## config.mk

```make
export PLATFORM = sky130hd
export DESIGN_NAME = hex_ch
export DESIGN_NICKNAME = d
export VERILOG_FILES = /design/src/rtl/hex_ch_pkg.sv /design/src/rtl/hex_font_rom.sv /design/src/rtl/hex_ch.sv
export SDC_FILE = /design/constraint.sdc
export NUM_CORES = 1
export LEC_CHECK = 0
export ABC_CLOCK_PERIOD_IN_PS = 1900
export CORE_MARGIN = 2
export CORE_UTILIZATION = 52
export DETAILED_ROUTE_END_ITERATION = 8
export PLACE_DENSITY = 0.84
export SLEW_MARGIN = 20
export SYNTH_ARGS = -nofsm -noshare
export SYNTH_HDL_FRONTEND = slang
export SYNTH_SLANG_ARGS = --single-unit
```

## constraint.sdc

```tcl
create_clock -name clk -period 1.9 [get_ports clk]
set_input_delay 0.38 -clock clk [delete_from_list [all_inputs] [get_ports clk]]
set_output_delay 0.38 -clock clk [all_outputs]
set_load 0.01 [all_outputs]
```

## src/rtl/hex_ch_pkg.sv

```systemverilog
// Shared constants, 5x7 hex-digit font and pixel lookup helper for the text overlay.
package hex_ch_pkg;

    localparam int CH_COLS    = 8;
    localparam int CH_ROWS    = 8;
    localparam int GLYPH_W    = 5;
    localparam int GLYPH_H    = 7;
    localparam int NUM_GLYPHS = 16;
    localparam int COL_W      = $clog2(CH_COLS);

    // Indexed [glyph][row]; bit 4 of each row is the leftmost column.
    localparam logic [GLYPH_W-1:0] FONT [NUM_GLYPHS][GLYPH_H] = '{
        '{5'h0E, 5'h11, 5'h13, 5'h15, 5'h19, 5'h11, 5'h0E},
        '{5'h04, 5'h0C, 5'h04, 5'h04, 5'h04, 5'h04, 5'h0E},
        '{5'h0E, 5'h11, 5'h01, 5'h02, 5'h04, 5'h08, 5'h1F},
        '{5'h1F, 5'h02, 5'h04, 5'h02, 5'h01, 5'h11, 5'h0E},
        '{5'h02, 5'h06, 5'h0A, 5'h12, 5'h1F, 5'h02, 5'h02},
        '{5'h1F, 5'h10, 5'h1E, 5'h01, 5'h01, 5'h11, 5'h0E},
        '{5'h06, 5'h08, 5'h10, 5'h1E, 5'h11, 5'h11, 5'h0E},
        '{5'h1F, 5'h01, 5'h02, 5'h04, 5'h08, 5'h08, 5'h08},
        '{5'h0E, 5'h11, 5'h11, 5'h0E, 5'h11, 5'h11, 5'h0E},
        '{5'h0E, 5'h11, 5'h11, 5'h0F, 5'h01, 5'h02, 5'h0C},
        '{5'h0E, 5'h11, 5'h11, 5'h11, 5'h1F, 5'h11, 5'h11},
        '{5'h1E, 5'h11, 5'h11, 5'h1E, 5'h11, 5'h11, 5'h1E},
        '{5'h0E, 5'h11, 5'h10, 5'h10, 5'h10, 5'h11, 5'h0E},
        '{5'h1C, 5'h12, 5'h11, 5'h11, 5'h11, 5'h12, 5'h1C},
        '{5'h1F, 5'h10, 5'h10, 5'h1E, 5'h10, 5'h10, 5'h1F},
        '{5'h1F, 5'h10, 5'h10, 5'h1E, 5'h10, 5'h10, 5'h10}
    };

    // Spacing column/row outside the 5x7 glyph area is always background.
    function automatic logic glyph_pixel(input logic [3:0]       ch,
                                         input logic [2:0]       row,
                                         input logic [COL_W-1:0] col);
        logic [GLYPH_W-1:0] rowBits;
        logic               px;
        px      = 1'b0;
        rowBits = '0;
        if (int'(row) < GLYPH_H && int'(col) < GLYPH_W) begin
            rowBits = FONT[ch][row];
            px      = rowBits[COL_W'(GLYPH_W-1) - col];
        end
        return px;
    endfunction

endpackage

```

## src/rtl/hex_font_rom.sv

```systemverilog
// Combinational font lookup: (character, row, column) -> pixel, blank when out of range.
module hex_font_rom
    import hex_ch_pkg::*;
#(
    parameter int CH_W     = 4,
    parameter int CH_ROW_W = 3
) (
    input  logic [CH_W-1:0]     i_ch,
    input  logic [CH_ROW_W-1:0] i_row,
    input  logic [COL_W-1:0]    i_col,
    output logic                o_px
);

    always_comb begin
        o_px = 1'b0;
        if (int'(i_ch) < NUM_GLYPHS && int'(i_row) < CH_ROWS) begin
            o_px = glyph_pixel(4'(i_ch), 3'(i_row), i_col);
        end
    end

endmodule

```

## src/rtl/hex_ch.sv

```systemverilog
// Hex-digit glyph pixel streamer: one registered pixel per read cycle, left to right
// along the selected row; each burst restarts at column 0.
module hex_ch
    import hex_ch_pkg::*;
#(
    parameter int CH_W     = 4,
    parameter int CH_ROW_W = 3
) (
    input  logic                clk,
    input  logic                rst,
    input  logic [CH_W-1:0]     ch_sel,
    input  logic [CH_ROW_W-1:0] row_sel,
    input  logic                ch_px_rd,
    output logic                ch_px_valid,
    output logic                ch_px_out
);

    logic [COL_W-1:0] r_col;
    logic             r_valid;
    logic             r_px;
    logic             w_px;

    hex_font_rom #(
        .CH_W     (CH_W),
        .CH_ROW_W (CH_ROW_W)
    ) u_rom (
        .i_ch  (ch_sel),
        .i_row (row_sel),
        .i_col (r_col),
        .o_px  (w_px)
    );

    // An idle cycle clears the column so the next burst starts at the left edge.
    always_ff @(posedge clk or posedge rst) begin
        if (rst) begin
            r_col   <= '0;
            r_valid <= 1'b0;
            r_px    <= 1'b0;
        end else if (ch_px_rd) begin
            r_col   <= r_col + 1'b1;
            r_valid <= 1'b1;
            r_px    <= w_px;
        end else begin
            r_col   <= '0;
            r_valid <= 1'b0;
            r_px    <= 1'b0;
        end
    end

    assign ch_px_valid = r_valid;
    assign ch_px_out   = r_px;

endmodule

```

Yosys cells after proc, flatten, opt, wreduce, memory -nomap -nowiden
Memory sizes are Yosys's and may differ from the RTL's.
Cells that the tools add are included.

cells by class
  add/subtract/negate cells = 2
  $lt $le $gt $ge = 5
  bitwise gates (word level) = 2
  reduce and logical (&&, ||, !) cells = 1
  mux-type cells = 11

operators by type and width
  operator             count
  $mux 35              2
  $bmux 5 s3           1
  $mux 5               2
  $lt 3x3->1 const B   2
  $ge 5x5->1 const B   1
  $not 4->5            1
  $ge 4x4->1 const B   1
  $lt 3x4->1 const B   1
  $mux 1               4
  $not 3->4            1
  $add 3x1->3 const B  1
  $bmux 1 s3           1
  $mux 3               1
  $sub 3x3->3 const A  1
  $logic_and 1x1->1    1

storage, ports and cells
  bits of input ports = 10
  memories kept = 1
  register bits = 5
  logic and storage cells = 25
  output and inout bits = 2
  memory bits (read-only) = 560

memory list
  name              words  width  read ports  clocked after memory_dff  write ports  line              text
  (name not given)  16     35     1           0                         0            hex_ch_pkg.sv:40  rowBits = FONT[ch][row];

Depth between registers and ports, before layout
  depth after elaboration = 11
  depth in mapped cells = 10
  depth with buffers taken out = 8

Cells and area by module
From an unflattened synthesis, not the netlist that was laid out.

second synthesis, totals
  cells, all modules = 175
  area, all modules = 1327.5 um^2

modules (own cells, without submodules)
  module        sequential area each (um^2)  cells each  area each (um^2)  times used
  hex_font_rom  0.0                          163         1152.4            1
  hex_ch        125.1                        12          175.2             1

Worst setup path before layout
No wires, ideal clock.

  path type = input to register
  start = input ch_sel[0]
  end = register r_px, in the netlist ch_px_out
  library setup time = 124 ps
  buffers on the path = 1
  required time = 1776 ps
  cell stages on the path = 9
  arrival time = 1946 ps
  setup slack = -170 ps
  cells stage by stage = buf_2 -> inv_1 -> ha_1 -> mux2_2 -> a221o_1 -> o22ai_1 -> o211ai_1 -> nand3_1 -> o21ai_1

on the way
  word-level cells in the longest chain between the ends = 11

RTL lines
  item                                         line              text
  start: declaration                           hex_ch.sv:11      input logic [CH_W-1:0] ch_sel,
  $not 4->5 (implied by the code)              hex_ch_pkg.sv:40
  $mem_v2 16x35                                --
  $mux 35 (implied by the code) (2 in series)  hex_ch_pkg.sv:40
  $bmux 5 s3                                   hex_ch_pkg.sv:40
  $mux 5 (implied by the code) (2 in series)   hex_ch_pkg.sv:40
  $bmux 1 s3                                   hex_ch_pkg.sv:41  px = rowBits[COL_W'(GLYPH_W-1) - col];
  $mux 1 (implied by the code)                 hex_ch_pkg.sv:41
  $mux 1                                       hex_ch_pkg.sv:39  if (int'(row) < GLYPH_H && int'(col) < GLYPH_W) begin
  $mux 1                                       hex_ch.sv:39      end else if (ch_px_rd) begin
  end signal: assignment                       hex_ch.sv:42      r_px <= w_px;
  end: declaration                             hex_ch.sv:20      logic r_px;

Every way passes these cells. The select of a mux whose other input is x is not followed.

Worst setup path in the final report
  start = input ch_sel[1]
  end = register r_px, in the netlist ch_px_out

Same word-level chain as after synthesis.

==> run_results.csv <==
group,metric,value,unit
detailed_routing,post_drt_wl_per_cell,16.7,um
clock_network,cts_made_buffers,3,
worst_setup_path,path_class,"input port to flop",
die,coreArea,2250,sq um
yosys,avgSynthCellArea,7.59,sq um
yosys,synth-seq-cells,5,
layout,nets,251,
clock_network,cts_root_buffer,"clkbuf_4",
layout,fin_area,1880,sq um
yosys,synth_top_flop_cell,"dfrtp_1",
grt,grt_first_pass_wirelength,6890,um
place,placed_cells,247,
power,leakagePower,0.855,nW
yosys,synth_area,1270,sq um
power,power,0.694,mW
die,die_h,53.4,um
worst_setup_path,rr_startpoint,"r_col[1]$_DFF_PP0_",
yosys,ys_top_cells_by_count,"18 x nand2_1, 13 x ha_1, 11 x a21oi_1",
grt,grt_overflow,0,
place,io_buffer_count,11,
grt,gr-max-usage-layer,"met2",
worst_setup_path,end_kind,"flop",
timing,finalCriticalPeriod,1.81,ns
timing,fmax,552,MHz
worst_setup_path,crit_fanout,6,
timing,max_slew_margin,0.791,
worst_hold_path,hold_path.class,"input port to async pin",
die,core.rowCount,17,
grt,grt_max_degree,19,
outcome,outcome,"complete, no violations",
grt,grt_use_met1,0.388,
timing,final-max-slew-violation-count,0,
detailed_routing,vias,1595,
yosys,synth_nets,190,
place,dp_slack,-0.557,ns
layout,final_util,0.832,
timing,setup-violations-final,0,
timing,finalHoldViolCount,0,
timing,grt_setup_unrepaired,"false",
clock_network,cts_tree,"built",
job,cap_violations,0,
grt,use_met2,0.551,
yosys,synth_area_leaders,"ha_1 13%, dfrtp_1 9.9%, nand2_1 5.3%",
yosys,yosysSeqAreaShare,0.0987,
layout,syn2layout_area_growth,48.1,%
timing,fin_crit_sh,0.954,
place,place_congestion,1.02,
grt,grt.met3_usage,0.0791,
layout,drive_gt1_frac,0.392,
clock_network,cts_num_sinks,5,
timing,max_slew.worst_pin.slew,0.310,ns
power,p_per_area,370,nW/um^2
yosys,synth_enable_flop_cells,0,
yosys,syn_inst,167,
detailed_routing,drt_pass1_iterations,5,
clock_network,ctsHoldBuffers,0,
detailed_routing,drtIter0Drc,78,
detailed_routing,ant_nets,0,
detailed_routing,routed_wl,4270,um
detailed_routing,vias_per_cell,6.23,
yosys,yosysTopAreaCell,"ha_1",
worst_setup_path,critPathLaunchType,"input port",
yosys,synth_top_area_share,0.128,
timing,fin_worst_skew,0.00353,ns
timing,layout_setup_ws,0.0870,ns
yosys,ys_types,53,
yosys,synth.most_common_cell,"nand2_1",
timing,fin_tns_setup,0,ns
worst_setup_path,reg2reg_depth,8,
layout,layout.cells.non_filler,256,
worst_setup_path,cp.arrival,1.95,ns
clock_network,cts_buffer_depth,2,
place,place_area,1780,sq um
power,ir_worst_vdd,0.320,mV
detailed_routing,route.detailed.drc,0,
grt,grt_pass1_vias,1502,
worst_setup_path,rr_endpoint,"ch_px_out$_DFF_PP0_",
clock_network,clk_pin_slew,0.05,ns
yosys,yosysWarnings,0,
place,dpl.hpwl,3280,um
timing,holdWs,0.313,ns
clock_network,h-tree-depth,1,
yosys,async_reset_ff_frac,1.00,
die,initial_core_util,0.562,
clock_network,clk_latency,0.26,ns
grt,antenna_found_initial,0,
die,die_area,2850,sq um
grt,grt_use_total,0.334,
worst_setup_path,crit_required,2.03,ns
layout,fillCellCount,154,
die,boundaryPins,12,
die,die_x,53.4,um
worst_setup_path,r2r_setup_slack,0.14,ns
[flip-flops by register name, summed over array words and instances (netlist names)]
register and cells:
ch_px_valid 1, ch_px_out 1, r_col 3
[per-layer routing]
layer,part of all wire,vias to the layer above
met4,0.037,0
li1,-,740
met5,0,-
met3,0.074,20
met1,0.39,744
met2,0.49,91
[cell families (layout without fill, tap and decap cells)]
kind of cell,after synthesis,after routing,share of synthesized area
muxes,8,8,0.0790
DFF,5,5,0.0987
xor gates and xnor gates,2,2,0.0138
adders and majority gates,13,13,0.128
and+or+nand+nor,63,63,0.260
other,0,1,0
AOI/OAI and AO/OA,54,54,0.323
buffers and inverters,22,82,0.0977
[worst max path at each step]
stage	start	cells past startpoint	slack (ns)	to
floorplan	ch_sel[1]	8	-0.01	ch_px_out$_DFF_PP0_
global placement	ch_sel[1]	11	-0.56	ch_px_out$_DFF_PP0_
detailed placement	ch_sel[1]	11	-0.56	ch_px_out$_DFF_PP0_
CTS	ch_sel[1]	8	0.04	ch_px_out$_DFF_PP0_
global route	ch_sel[1]	9	0.01	ch_px_out$_DFF_PP0_
finish	ch_sel[1]	9	0.09	ch_px_out$_DFF_PP0_
[critical path, cell delays in order]
cell and delay (ns):
buf_4 0.11, clkinvlp_4 0.14, ha_4 0.30, mux2_2 0.26
a221o_1 0.32, o22ai_1 0.17, o211ai_1 0.10, nand3_1 0.10
o21ai_1 0.06
[what timing repair did]
action | in CTS | in global routing
endpoints found under the setup margin | 1 | 1
gates resized for setup | 19 | 9
pin swaps | 6 | 8
setup buffers | 4 | 0
hold endpoints to repair | 0 | 0
[power breakdown]
part / total (mW) / leakage, nW / switching (mW) / internal (mW)
Sequential: 0.122 / 0.0643 / 0.00566 / 0.116
Combinational: 0.438 / 0.776 / 0.213 / 0.224
Clock: 0.135 / 0.0150 / 0.0545 / 0.0801
Total: 0.694 / 0.855 / 0.273 / 0.421
[cell type report]
class / count / area (sq um) / area share
antenna: 1 / 2.50 / 0.00133
clock buffer: 4 / 26.3 / 0.0140
inverter: 8 / 36.3 / 0.0193
multi-input combinational: 140 / 1090 / 0.579
sequential: 5 / 125 / 0.0667
tap: 28 / 35.0 / 0.0187
timing repair buffer: 70 / 566 / 0.301
[cell usage in the layout, fill, tap and decap left out, types with 3 or more instances in the layout]
cell type / n
buf_6: 4
o22ai_1: 3
nor3_1: 3
nor2b_1: 5
o21ai_1: 4
dfrtp_1: 5
ha_2: 3
mux2i_1: 4
o21ai_0: 3
nand3_1: 9
a31oi_1: 3
a21oi_1: 11
inv_1: 4
ha_1: 8
o211ai_1: 3
buf_4: 55
clkdlybuf4s50_1: 6
a211o_1: 4
clkbuf_4: 3
and2_1: 3
nor2_1: 8
nand2_1: 18
nand2b_1: 5
Note: power is estimated with default switching activity, not from simulation.
